`src/rtl/vga_timing_decoder.sv`:
```
// VGA timing decoder: recovers pixel/line position from hsync/vsync edges,
// measures line and frame lengths, and locks after consecutive matching frames.
module vga_timing_decoder #(
    parameter int H_TOTAL      = 1056,
    parameter int V_TOTAL      = 628,
    parameter int H_SYNC_START = 840,
    parameter int V_SYNC_START = 601,
    parameter int LOCK_FRAMES  = 2
) (
    input  logic        clk,
    input  logic        rst,
    input  logic        hsync_in,
    input  logic        vsync_in,
    output logic [10:0] hcount_out,
    output logic [10:0] vcount_out,
    output logic [10:0] h_total,
    output logic [10:0] v_total,
    output logic        frame_tick,
    output logic        locked,
    output logic        sync_err
);

    localparam int TO_LIMIT = 2 * H_TOTAL;
    localparam int TO_W     = $clog2(TO_LIMIT + 2);
    localparam int GC_W     = $clog2(LOCK_FRAMES + 1);

    typedef enum logic [1:0] {
        SEARCH = 2'd0,
        VERIFY = 2'd1,
        LOCKED = 2'd2
    } state_t;

    function automatic logic [10:0] sat_inc11(input logic [10:0] v);
        return (v == 11'd2047) ? v : v + 11'd1;
    endfunction

    logic            hs_d_r;
    logic            vs_d_r;
    logic            h_seen_r;
    logic            v_seen_r;
    logic            frame_bad_r;
    logic [10:0]     cyc_cnt_r;
    logic [10:0]     line_cnt_r;
    logic [TO_W-1:0] to_cnt_r;
    logic [GC_W-1:0] good_cnt_r;
    state_t          state_r;

    logic        hs_edge_s;
    logic        vs_edge_s;
    logic        h_wrap_s;
    logic        timeout_s;
    logic        line_bad_s;
    logic        frame_bad_s;
    logic [10:0] lines_s;

    assign hs_edge_s   = hsync_in & ~hs_d_r;
    assign vs_edge_s   = vsync_in & ~vs_d_r;
    assign h_wrap_s    = ~hs_edge_s & (hcount_out == 11'(H_TOTAL - 1));
    // Separate wide counter: the timeout exceeds the 2047 saturation of cyc_cnt_r.
    assign timeout_s   = h_seen_r & ~hs_edge_s & (to_cnt_r == TO_W'(TO_LIMIT));
    assign line_bad_s  = (hs_edge_s & h_seen_r & (cyc_cnt_r != 11'(H_TOTAL))) | timeout_s;
    // A coincident hsync edge belongs to the frame being closed.
    assign lines_s     = hs_edge_s ? sat_inc11(line_cnt_r) : line_cnt_r;
    assign frame_bad_s = frame_bad_r | line_bad_s | (v_seen_r & (lines_s != 11'(V_TOTAL)));

    // Input sync registers for edge detection.
    always_ff @(posedge clk or negedge rst) begin
        if (!rst) begin
            hs_d_r <= 1'b0;
            vs_d_r <= 1'b0;
        end else begin
            hs_d_r <= hsync_in;
            vs_d_r <= vsync_in;
        end
    end

    // Recovered raster position, re-anchored on every sync edge.
    always_ff @(posedge clk or negedge rst) begin
        if (!rst) begin
            hcount_out <= 11'd0;
            vcount_out <= 11'd0;
        end else begin
            if (hs_edge_s) begin
                hcount_out <= 11'(H_SYNC_START);
            end else if (hcount_out == 11'(H_TOTAL - 1)) begin
                hcount_out <= 11'd0;
            end else begin
                hcount_out <= hcount_out + 11'd1;
            end
            if (vs_edge_s) begin
                vcount_out <= 11'(V_SYNC_START);
            end else if (h_wrap_s) begin
                if (vcount_out == 11'(V_TOTAL - 1)) begin
                    vcount_out <= 11'd0;
                end else begin
                    vcount_out <= vcount_out + 11'd1;
                end
            end
        end
    end

    // Line length measurement and hsync timeout counter.
    always_ff @(posedge clk or negedge rst) begin
        if (!rst) begin
            cyc_cnt_r <= 11'd0;
            to_cnt_r  <= TO_W'(0);
            h_seen_r  <= 1'b0;
            h_total   <= 11'd0;
        end else if (hs_edge_s) begin
            cyc_cnt_r <= 11'd1;
            to_cnt_r  <= TO_W'(1);
            h_seen_r  <= 1'b1;
            if (h_seen_r) begin
                h_total <= cyc_cnt_r;
            end
        end else begin
            cyc_cnt_r <= sat_inc11(cyc_cnt_r);
            if (to_cnt_r <= TO_W'(TO_LIMIT)) begin
                to_cnt_r <= to_cnt_r + TO_W'(1);
            end
        end
    end

    // Frame length measurement and per-frame bad-line accumulation.
    always_ff @(posedge clk or negedge rst) begin
        if (!rst) begin
            line_cnt_r  <= 11'd0;
            v_seen_r    <= 1'b0;
            frame_bad_r <= 1'b0;
            v_total     <= 11'd0;
            frame_tick  <= 1'b0;
        end else begin
            frame_tick <= vs_edge_s;
            if (vs_edge_s) begin
                line_cnt_r  <= 11'd0;
                v_seen_r    <= 1'b1;
                frame_bad_r <= 1'b0;
                if (v_seen_r) begin
                    v_total <= lines_s;
                end
            end else begin
                line_cnt_r <= lines_s;
                if (line_bad_s) begin
                    frame_bad_r <= 1'b1;
                end
            end
        end
    end

    // Lock state machine with registered locked/sync_err.
    always_ff @(posedge clk or negedge rst) begin
        if (!rst) begin
            state_r    <= SEARCH;
            good_cnt_r <= GC_W'(0);
            locked     <= 1'b0;
            sync_err   <= 1'b0;
        end else begin
            sync_err <= 1'b0;
            case (state_r)
                SEARCH: begin
                    locked <= 1'b0;
                    if (vs_edge_s) begin
                        state_r    <= VERIFY;
                        good_cnt_r <= GC_W'(0);
                    end
                end
                VERIFY: begin
                    if (vs_edge_s) begin
                        if (frame_bad_s) begin
                            state_r <= SEARCH;
                        end else if (int'(good_cnt_r) + 1 >= LOCK_FRAMES) begin
                            state_r    <= LOCKED;
                            locked     <= 1'b1;
                            good_cnt_r <= GC_W'(0);
                        end else begin
                            good_cnt_r <= good_cnt_r + GC_W'(1);
                        end
                    end
                end
                LOCKED: begin
                    if (line_bad_s || (vs_edge_s && frame_bad_s)) begin
                        state_r  <= SEARCH;
                        locked   <= 1'b0;
                        sync_err <= 1'b1;
                    end
                end
                default: begin
                    state_r    <= SEARCH;
                    locked     <= 1'b0;
                    good_cnt_r <= GC_W'(0);
                end
            endcase
        end
    end

endmodule

```
`config.mk`:
```
export PLATFORM = sky130hd
export DESIGN_NAME = vga_timing_decoder
export DESIGN_NICKNAME = d
export VERILOG_FILES = /design/src/rtl/vga_timing_decoder.sv
export SDC_FILE = /design/constraint.sdc
export NUM_CORES = 1
export LEC_CHECK = 0
export ABC_AREA = 0
export CAP_MARGIN = 20
export CELL_PAD_IN_SITES_DETAIL_PLACEMENT = 0
export CELL_PAD_IN_SITES_GLOBAL_PLACEMENT = 1
export CORE_MARGIN = 4
export CORE_UTILIZATION = 44
export DETAILED_ROUTE_END_ITERATION = 7
export PLACE_DENSITY_LB_ADDON = 0.1
export SKIP_CTS_REPAIR_TIMING = 1
export SLEW_MARGIN = 0
export SYNTH_ARGS = -nofsm -noshare
export SYNTH_HDL_FRONTEND = slang
export SYNTH_SLANG_ARGS = --single-unit
```
`constraint.sdc`:
```
create_clock -name clk -period 2.94 [get_ports clk]
set_input_delay 0.588 -clock clk [delete_from_list [all_inputs] [get_ports clk]]
set_output_delay 0.588 -clock clk [all_outputs]
set_load 0.02 [all_outputs]
```
-- Word-level counts from Yosys, hierarchy flattened
Index checks and enable logic that the tools add are counted.
- word-level logic and storage cells: 100
- input port bits: 4
- flip-flop bits (word level): 90
- output and inout bits: 47
- $lt $le $gt $ge: 2
- equality and inequality tests: 16
- bitwise gates (word level): 15
- muxes and demuxes: 32
- reductions and logical operators: 11
- add/sub/neg operators: 7
- operators with widths (cell ; count):
    $mux 11 ; 10
    $add 11x1->11 const B ; 4
    $eq 11x11->1 const B ; 3
    $mux 12 ; 2
    $mux 2 ; 9
    $add 12x1->12 const B ; 1
    $eq 12x12->1 const B ; 1
    $le 12x12->1 const B ; 1
    $ne 2x2->1 const B ; 6
    $pmux 2 s3 ; 2
    $reduce_and 4->1 ; 3
    $eq 11x10->1 const B ; 1
    $ne 11x10->1 const B ; 1
    $ne 11x11->1 const B ; 1
    $and 1x1->1 ; 8
    $mux 1 ; 8
    $reduce_bool 2->1 ; 3
    $not 1->1 ; 4
    $reduce_and 2->1 ; 2
    $add 2x1->3 const B ; 1
    $ge 3x2->1 const B ; 1
    $ne 3x3->1 const B ; 1
    $or 1x1->1 ; 3
    $add 2x1->2 const B ; 1
    6 further kinds ; 6

-- Depth between registers and ports, before layout
Gate-level depths: netlist of run 1.
- depth in word-level cells: 12
- depth in mapped cells: 9

-- Least setup slack after synthesis of run 1
Ideal clock, no wire load.
- kind: input-to-reg
- from: in hsync_in
- to: reg good_cnt_r[0]
- library setup time: 0.076 ns
- path slack: 0.498 ns
- data arrival time: 2.366 ns
- cell stages on the path: 8
- buffers on the path: 1
- path through: nand2b_1 > buf_4 > nor4_2 > o221ai_1 > or4_4 > o32ai_4 > mux2_4 > o21ai_1
- word-level cells in the longest chain between the ends: 9
- RTL lines (item ; RTL line ; RTL):
    start, declared ; 12 ; input logic hsync_in,
    $and 1x1->1 (*) ; 56 ; assign hs_edge_s = hsync_in & ~hs_d_r;
    $not 1->1 ; 60 ; assign timeout_s = h_seen_r & ~hs_edge_s & (to_cnt_r == TO_W'(TO_LIMIT));
    $and 1x1->1 (2 in series) ; 60 ;
    $or 1x1->1 ; 61 ; assign line_bad_s = (hs_edge_s & h_seen_r & (cyc_cnt_r != 11'(H_TOTAL))) | timeout_s;
    $or 1x1->1 ; 64 ; assign frame_bad_s = frame_bad_r | line_bad_s | (v_seen_r & (lines_s != 11'(V_TOTAL)));
    $or 1x1->1 (*) ; 64 ;
    $ne 2x2->1 (no source line) (*) ; - ;
    $reduce_and 4->1 (no source line) (*) ; - ;
    end signal, assigned ; 176 ; good_cnt_r <= good_cnt_r + GC_W'(1);
    end, declared ; 45 ; logic [GC_W-1:0] good_cnt_r;
Every way passes the cells marked *; elsewhere a longest branch is shown, timed or not.
A chain may end at the register's enable or synchronous reset.

-- Worst setup path in the final report of run 1
Ends and elaborated chain as after synthesis.

==> flow_summary_export.csv, run 1 <==
group,metric,value,unit
outcome,outcome,"finished clean",
logic_synthesis,async_reset_ff_share,100,%
logic_synthesis,synthFlopType,"dfrtp_1",
sta,hold_violations,0,
logic_synthesis,synth_cell_types,65,
sta,layout_worst_path_cycle_share,93.2,%
sta,layout_setup_ws,0.199,ns
critical_path,reg2reg_slack,0.36,ns
layout,multi_input_area,2010,sq um
grt,grt_pass1_wl,17.1,mm
placement,dp_hpwl,6.78,mm
layout,seqCellArea,2250,sq um
power_and_ir_drop,seqPwrFrac,50.6,%
power_and_ir_drop,ir_worst_vdd,0.000312,V
clocking,clk_path_buf_depth,2,
layout,mostFrequentLayoutCells,"90 x dfrtp_1, 50 x nand2_1, 49 x nor2_1, 49 x clkdlybuf4s50_1, 32 x o21ai_0",
sta,slew-limit-headroom,59.0,%
sta,finalSetupTns,0,ns
clocking,cts_made_buffers,9,
detailed_routing,route.detailed.drc,0,
logic_synthesis,synth.avg_cell_area,10.0,sq um
die,ioPinCount,51,
power_and_ir_drop,power,2.98,mW
critical_path,cp_max_fo,6,
sta,rsz0062_at_grt,"false",
grt,grt_max_degree,45,
logic_synthesis,synthesis.area,4390,sq um
clocking,clock_tree.root_cell,"clkbuf_8",
sta,tightest_slew,0.616,ns
critical_path,worstSetupEndpointType,"flop",
die,fp.coreArea,9730,sq um
placement,gp_congestion,0.813,
sta,finalClockSkew,0.0118,ns
critical_path,worstPathArrival,3.03,ns
clocking,cts.sinks,90,
critical_path,rr_startpoint,"line_cnt_r[0]$_DFF_PN0_",
logic_synthesis,netlist_instances,437,
logic_synthesis,synth_warnings,0,
detailed_routing,via_count,3428,
sta,post-route-min-period,2.74,ns
layout,drive_gt1_share,12.1,%
critical_path,crit_type,"input port to flop",
detailed_routing,drt.antenna.violating_nets,0,
power_and_ir_drop,p_clk_share,28.7,%
detailed_routing,routed_wirelength,9.77,mm
layout,area_growth,20.9,%
layout,final_common_cell,"dfrtp_1",
power_and_ir_drop,intPower,2.07,mW
placement,place_ws,-0.182,ns
placement,dp_cells,623,
clocking,htreeDepth,3,
power_and_ir_drop,powerDensity,560,nW/um^2
logic_synthesis,seq_area_frac_synth,51.3,%
layout,antennaDiodeCount,0,
critical_path,required,3.23,ns
sta,drv_slew,0,
sta,max_freq,0.365,GHz
detailed_routing,drt_iter0_drc,151,
placement,portBuffers,50,
layout,layout.nets,513,
grt,grt_pass1_vias,3440,
die,initial_core_util,45.1,%
critical_path,timing.rr.end,"good_cnt_r[0]$_DFFE_PN0P_",
min_path,hold_path_class,"input port to async pin",
die,fp-row-count,36,
power_and_ir_drop,switching_share,30.5,%
detailed_routing,avgViaCountPerCell,5.36,
logic_synthesis,synth_edf_count,0,
sta,setup_viol,0,
critical_path,cp-startpoint,"hsync_in",
clocking,clk_pin_slew,0.09,ns
clocking,clkLatencyLatePin,0.36,ns
grt,antenna_found_initial,0,
critical_path,r2r_cells,8,
grt,grt.total_usage,18.4,%
detailed_routing,wl_per_cell,15.3,um
power_and_ir_drop,leakage,2.28,nW
die,die_h,108,um
logic_synthesis,syn_nets,449,
power_and_ir_drop,power.switching,0.909,mW
detailed_routing,dr.pass1.iters,4,
logic_synthesis,yosys_register_bits,90,
die,dieArea,11600,sq um
run,maxCapViolCount,0,
layout,fillers,903,
power_and_ir_drop,combPwrFrac,20.7,%
grt,grt_overflow,0,
clocking,tritoncts,"yes",
critical_path,start_kind,"input port",
layout,fin_cells,639,
die,die_width,108,um
[how the worst max path moves through the flow]
stage                                endpoint  depth (start not counted)
finish              good_cnt_r[0]$_DFFE_PN0P_                          8
detailed placement  good_cnt_r[0]$_DFFE_PN0P_                          8
global placement    good_cnt_r[0]$_DFFE_PN0P_                          8
floorplan           good_cnt_r[0]$_DFFE_PN0P_                          8
CTS                 good_cnt_r[0]$_DFFE_PN0P_                          8
global route        good_cnt_r[0]$_DFFE_PN0P_                          8
[power groups by stage]
stage | registers (mW) | logic [mW] | clock network (mW)
floorplan | 1.57 | 0.318 | 0
global placement | 1.52 | 0.613 | 0
detailed placement | 1.52 | 0.623 | 0
CTS | 1.50 | 0.627 | 0.892
global route | 1.53 | 0.684 | 0.933
finish | 1.50 | 0.616 | 0.855
[synthesized netlist by cell type (7+ instances only)]
cell       n  area [sq um]
clkbuf_1   8          30.0
or3_1      7          43.8
nor2_1    49           184
ha_1       8           100
nand3_1   16          80.1
nand4_1   13          81.3
and3_1    12          75.1
o21ai_0   32           160
nor3_1     9          45.0
inv_1     10          37.5
xnor2_1   10          87.6
mux2_2     9           101
a21oi_1   22           110
xor2_1    17           149
nand2_1   50           188
dfrtp_1   90          2250
[area by class of cell]
| type | instances | share of cell area (%) |
|---|---|---|
| tap | 133 | 3.13 |
| multi-input combinational | 321 | 37.8 |
| clock buffer | 12 | 2.73 |
| sequential | 90 | 42.4 |
| timing repair buffer | 68 | 12.2 |
| clock inverter | 4 | 0.966 |
| inverter | 11 | 0.777 |
[stage by stage]
stage,utilization (%),area [sq um],hold WS [ns]
3_5_place_dp,52.6,5110,0.469
6_report,54.6,5310,0.236
5_1_grt,54.6,5310,0.271
2_1_floorplan,-,4390,0.292
3_3_place_gp,52.6,5110,0.462
4_1_cts,54.6,5310,0.242
[state kept, by name (all words and copies together), names as in the netlist, 11 cells and up]
signal and flops:
vcount_out 11, cyc_cnt_r 11, line_cnt_r 11, hcount_out 11
h_total 11, to_cnt_r 12, v_total 11
[critical path: stages]
cell and delay, ns:
clkdlybuf4s50_1 0.52, nand2b_1 0.19, nor4_2 0.38, o221ai_1 0.16, or4_4 0.53, o32ai_4 0.20
mux2_4 0.33, o21ai_1 0.12
[layer usage]
layer	wire length (um)	track usage, %	up-vias
li1	-	-	1672
met1	4750	26.1	1657
met2	4510	28.8	89
met3	399	3.78	10
met4	112	5.14	0
met5	0	0	-
[kinds of logic (layout without fill, tap and decap cells)]
family                   Yosys count  after routing  share of synthesized area (%)
AND/OR/NAND/NOR                  194            194                           23.0
flip-flops                        90             90                           51.3
buffers and inverters             26             95                           2.96
multiplexers                      13             13                           3.33
XOR/XNOR                          27             27                           5.38
AO/OA/AOI/OAI                     79             79                           11.7
adder cells (fa/ha/maj)            8              8                           2.28
Note: power is estimated with default switching activity, not from simulation.
==> inputs of run 2 (changes only) <==
--- a/config.mk
+++ b/config.mk
@@ -9,6 +9,7 @@
 export CAP_MARGIN = 20
 export CELL_PAD_IN_SITES_DETAIL_PLACEMENT = 0
 export CELL_PAD_IN_SITES_GLOBAL_PLACEMENT = 1
+export CORE_ASPECT_RATIO = 0.9
 export CORE_MARGIN = 4
 export CORE_UTILIZATION = 44
 export DETAILED_ROUTE_END_ITERATION = 7
==> run 2 against run 1 <==
Maximum frequency increased by 1.9%. Die area hardly changed. Clock skew about the same.
==> flow_summary_export.csv, run 2 (synthesis gave the netlist of run 1 again) <==
group,metric,value,unit
grt,antenna_found_initial,0,
critical_path,worstPathArrival,2.97,ns
sta,slew-limit-headroom,47.7,%
power_and_ir_drop,powerDensity,592,nW/um^2
layout,area_growth,22.0,%
grt,busiest_layer,"met2",
clocking,clkLatencyLatePin,0.36,ns
sta,tightest_slew,0.778,ns
layout,seqCellArea,2250,sq um
grt,grt_overflow,0,
die,dieArea,11600,sq um
clocking,clk_path_buf_depth,2,
detailed_routing,drt.antenna.violating_nets,0,
power_and_ir_drop,power,3.17,mW
sta,layout_worst_path_cycle_share,91.5,%
min_path,hold_path_class,"input port to async pin",
layout,final_common_cell,"dfrtp_1",
clocking,cts_made_buffers,9,
detailed_routing,dr.pass1.iters,4,
grt,grt_pass1_vias,3418,
die,fp-row-count,34,
placement,portBuffers,50,
detailed_routing,drt_iter0_drc,233,
placement,place_ws,-0.118,ns
critical_path,max_stage_delay,0.54,ns
clocking,clk_pin_slew,0.09,ns
grt,use_met1,25.6,%
detailed_routing,routed_wirelength,9.67,mm
detailed_routing,avgViaCountPerCell,5.43,
placement,gp_congestion,0.806,
outcome,outcome,"finished clean",
layout,largest_reg_flops,12,
detailed_routing,via_count,3429,
layout,drive_gt1_share,12.5,%
detailed_routing,route.detailed.drc,0,
die,die_h,103,um
sta,rsz0062_at_grt,"false",
sta,post-route-min-period,2.69,ns
critical_path,required,3.22,ns
critical_path,critical_path.top_delay_family,"simple AND/OR/NAND/NOR gates",
clocking,clock_tree.root_cell,"clkbuf_8",
sta,layout_setup_ws,0.250,ns
layout,multi_input_area,2010,sq um
die,ioPinCount,51,
grt,use_met2,27.6,%
sta,setup_viol,0,
die,fp.coreArea,9700,sq um
grt,grt_max_degree,50,
detailed_routing,wl_per_cell,15.3,um
critical_path,crit_path_top_delay_cell,"or4_4",
grt,grt.total_usage,18.0,%
placement,dp_hpwl,6.74,mm
die,die_width,113,um
grt,grt_use_met3,4.23,%
power_and_ir_drop,ir_worst_vdd,0.000257,V
sta,max_freq,0.372,GHz
layout,antennaDiodeCount,0,
critical_path,crit_type,"input port to flop",
layout,top_register,"to_cnt_r",
die,initial_core_util,45.3,%
sta,hold_slack,0.202,ns
critical_path,path_cells,"clkdlybuf4s50_1 -> nand2b_1 -> nor4_2 -> o221ai_1 -> or4_4 -> o32ai_4 -> mux2_4 -> o21ai_1",
run,maxCapViolCount,0,
sta,hold_violations,0,
layout,layout.nets,513,
power_and_ir_drop,leakage,2.31,nW
clocking,tritoncts,"yes",
critical_path,start_kind,"input port",
sta,finalClockSkew,0.0123,ns
grt,grt_pass1_wl,16.9,mm
critical_path,path_buf_inv,1,
layout,fillers,873,
sta,finalSetupTns,0,ns
sta,drv_slew,0,
layout,mostFrequentLayoutCells,"90 x dfrtp_1, 50 x nand2_1, 49 x nor2_1, 49 x clkdlybuf4s50_1, 32 x o21ai_0",
clocking,htreeDepth,3,
critical_path,worstSetupEndpointType,"flop",
critical_path,cp_max_fo,6,
clocking,cts.sinks,90,
-- run 2: cell count changes in the layout (fill, tap and decap cells not counted), sizes merged --
| cell | delta |
|---|---|
| bufinv | +2 |
| inv | +1 |
| clkbuf | -2 |
| clkinvlp | -1 |
-- run 2: path summary, 6_finish.rpt --
kind | slack [ns] | depth (start not counted) | end | start
worst max-delay path | 0.25 | 8 | good_cnt_r[0]$_DFFE_PN0P_ | hsync_in
worst min-delay path | 0.20 | 1 | v_total[4]$_DFFE_PN0P_ | rst
worst max register to register | 0.34 | 9 | good_cnt_r[0]$_DFFE_PN0P_ | cyc_cnt_r[0]$_DFFE_PN0P_
worst min register to register | 0.48 | 2 | v_total[9]$_DFFE_PN0P_ | v_total[9]$_DFFE_PN0P_
max in group asynchronous | 2.09 | 2 | vcount_out[0]$_DFFE_PN0P_ | rst
min in group clk | 0.48 | 2 | v_total[9]$_DFFE_PN0P_ | v_total[9]$_DFFE_PN0P_
-- run 2: routing by layer --
metal / vias to the layer above / part of all wire, % / wire [um]
met5: - / 0 / 0
met4: 0 / 1.5 / 141
met3: 14 / 4.4 / 427
met2: 73 / 44 / 4270
met1: 1671 / 50 / 4830
li1: 1671 / - / -
-- run 2: power breakdown --
group | internal (mW) | switching, mW
logic | 0.290 | 0.342
clock network | 0.591 | 0.453
registers | 1.36 | 0.129
total | 2.25 | 0.924
-- run 2: metrics by stage --
step / utilization, % / area, sq um / instances
floorplan: - / 4390 / 437
global placement: 52.6 / 5110 / 616
detailed placement: 52.6 / 5110 / 616
CTS: 55.2 / 5360 / 632
global route: 55.2 / 5360 / 632
finish: 55.2 / 5360 / 632
-- run 2: layout make-up --
type                       instances  area share, %
clock buffer                      10           2.57
tap                              126           2.94
inverter                          11          0.771
multi-input combinational        321           37.5
timing repair buffer              68           12.1
sequential                        90           42.0
clock inverter                     6           2.10
==> inputs of run 3 (changes only) <==
--- a/config.mk
+++ b/config.mk
@@ -11,7 +11,7 @@
 export CELL_PAD_IN_SITES_GLOBAL_PLACEMENT = 1
 export CORE_ASPECT_RATIO = 0.9
 export CORE_MARGIN = 4
-export CORE_UTILIZATION = 44
+export CORE_UTILIZATION = 39
 export DETAILED_ROUTE_END_ITERATION = 7
 export PLACE_DENSITY_LB_ADDON = 0.1
 export SKIP_CTS_REPAIR_TIMING = 1
==> constraint.sdc (replaced) <==
create_clock -name clk -period 2.2 [get_ports clk]
set_input_delay 0.44 -clock clk [delete_from_list [all_inputs] [get_ports clk]]
set_output_delay 0.44 -clock clk [all_outputs]
set_load 0.02 [all_outputs]
==> run 3 against run 2 <==
The flow now finishes with violations (negative setup slack). Clock power increased by 47%. Via count rose by 7.6%. Global-route usage decreased by 0.82 points. Routed wire length grew 12%. Register-to-register slack got worse by 0.52 ns. Total power increased by 45%. Critical path depth is the same. Clock-buffer cell count did not move.
==> flow_summary_export.csv, run 3 (synthesis gave the netlist of run 1 again) <==
group,metric,value,unit
critical_path,path_cells,"buf_4 -> nand2_4 -> nor3_4 -> o221ai_1 -> or4_4 -> o32ai_4 -> mux2_4 -> o21ai_2",
clocking,tritoncts,"yes",
die,fp-row-count,36,
power_and_ir_drop,p_clk_share,33.3,%
detailed_routing,drt.antenna.violating_nets,0,
sta,tightest_slew,0.467,ns
grt,antenna_found_initial,1,
placement,gp_congestion,0.901,
sta,setup_viol,7,
critical_path,required,2.47,ns
die,fp.coreArea,10900,sq um
sta,slew-limit-headroom,68.7,%
power_and_ir_drop,combPwrFrac,23.5,%
detailed_routing,drt_iter0_drc,204,
grt,grt.total_usage,17.2,%
power_and_ir_drop,leakage,2.71,nW
grt,grt_pass1_vias,3576,
sta,layout_setup_ws,-0.178,ns
sta,drv_slew,0,
grt,grt_pass1_wl,18.0,mm
outcome,outcome,"complete, but fails checks",
outcome,violations,"negative setup slack",
layout,drive_gt1_share,26.9,%
grt,grt_overflow,0,
grt,grt_max_degree,43,
layout,antennaDiodeCount,0,
clocking,cts.sinks,90,
clocking,cts_made_buffers,9,
min_path,hold_path_class,"input port to flop",
layout,largest_reg_flops,12,
clocking,clock_tree.root_cell,"clkbuf_16",
power_and_ir_drop,seqPwrFrac,43.2,%
critical_path,worstSetupEndpointType,"flop",
power_and_ir_drop,ir_worst_vdd,0.000500,V
power_and_ir_drop,powerDensity,755,nW/um^2
sta,hold_slack,0.357,ns
layout,layout.nets,576,
power_and_ir_drop,power,4.60,mW
critical_path,cp_max_fo,6,
clocking,clk_pin_slew,0.07,ns
power_and_ir_drop,intPower,3.26,mW
detailed_routing,via_count,3689,
detailed_routing,routed_wirelength,10.9,mm
clocking,clkLatencyLatePin,0.34,ns
placement,portBuffers,50,
clocking,htreeDepth,3,
die,die_width,120,um
die,initial_core_util,40.3,%
sta,finalClockSkew,0.00841,ns
sta,layout_worst_path_cycle_share,108,%
sta,rsz0062_at_grt,"true",
run,maxCapViolCount,0,
sta,post-route-min-period,2.38,ns
die,die_h,109,um
layout,fillers,1022,
detailed_routing,avgViaCountPerCell,5.12,
detailed_routing,dr.pass1.iters,6,
power_and_ir_drop,power.switching,1.34,mW
layout,mostFrequentLayoutCells,"87 x dfrtp_1, 79 x buf_4, 48 x nor2_1, 48 x clkdlybuf4s50_1, 47 x nand2_1",
sta,max_freq,0.420,GHz
detailed_routing,wl_per_cell,15.1,um
critical_path,crit_path_top_delay_cell,"or4_4",
critical_path,worstPathArrival,2.65,ns
sta,hold_violations,0,
layout,area_growth,38.6,%
critical_path,max_stage_delay,0.53,ns
critical_path,crit_type,"flop to flop",
detailed_routing,route.detailed.drc,0,
placement,dp_hpwl,7.77,mm
die,ioPinCount,51,
die,dieArea,13000,sq um
layout,final_common_cell,"dfrtp_1",
clocking,clk_path_buf_depth,2,
critical_path,start_kind,"flop",
power_and_ir_drop,switching_share,29.2,%
layout,top_register,"to_cnt_r",
## run 3: metal layers
layer  GRT usage (%)  share of wire (%)  up-vias
met3            3.68                3.9       10
met5               0              0.065        -
met2            25.9                 46       68
met4            4.66                1.1        2
met1            25.3                 49     1798
li1                -                  -     1811
## run 3: stage by stage
step,utilization (%),setup WS (ns),instance area [sq um],std cells,TNS (ns)
2_1_floorplan,-,-0.0692,4450,437,-0.0858
3_5_place_dp,51.4,-0.607,5610,695,-4.75
5_1_grt,55.8,-0.273,6090,721,-1.80
6_report,55.8,-0.178,6090,721,-0.759
3_3_place_gp,51.4,-0.579,5610,695,-4.23
4_1_cts,54.1,-0.373,5900,711,-1.77
## run 3: critical path: cells and delay by family (launching register included)
kind / cells / cell delay (ns)
multiplexers: 1 / 0.34
AO/OA/AOI/OAI: 3 / 0.46
buffers and inverters: 1 / 0.17
flip-flops: 1 / 0.46
AND/OR/NAND/NOR: 3 / 0.87
## run 3: cell type report
class / instances / area [sq um] / area share [%]
Clock buffer: 10 / 229 / 3.76
Clock inverter: 6 / 65.1 / 1.07
Inverter: 11 / 41.3 / 0.678
Multi-Input combinational cell: 321 / 2170 / 35.6
Sequential cell: 90 / 2260 / 37.1
Tap cell: 152 / 190 / 3.12
Timing Repair Buffer: 131 / 1140 / 18.7
## run 3: power groups by stage
| stage | Sequential [mW] | Combinational [mW] | Clock, mW |
|---|---|---|---|
| after floorplan | 2.11 | 0.445 | 0 |
| after global placement | 2.00 | 1.01 | 0 |
| after detailed placement | 2.01 | 1.03 | 0 |
| after CTS | 1.98 | 1.03 | 1.59 |
| after global routing | 2.02 | 1.19 | 1.67 |
| final | 1.99 | 1.08 | 1.53 |
## run 3: path summary, 6_finish.rpt
path	start	end	slack (ns)	cells past startpoint
worst max-delay path	line_cnt_r[2]$_DFF_PN0_	good_cnt_r[0]$_DFFE_PN0P_	-0.18	8
worst min-delay path	hsync_in	hs_d_r$_DFF_PN0_	0.36	2
worst max register to register	line_cnt_r[2]$_DFF_PN0_	good_cnt_r[0]$_DFFE_PN0P_	-0.18	8
worst min register to register	v_total[6]$_DFFE_PN0P_	v_total[6]$_DFFE_PN0P_	0.48	2
max in group asynchronous	rst	line_cnt_r[10]$_DFF_PN0_	1.01	3
min in group asynchronous	rst	cyc_cnt_r[1]$_DFFE_PN0P_	0.53	2
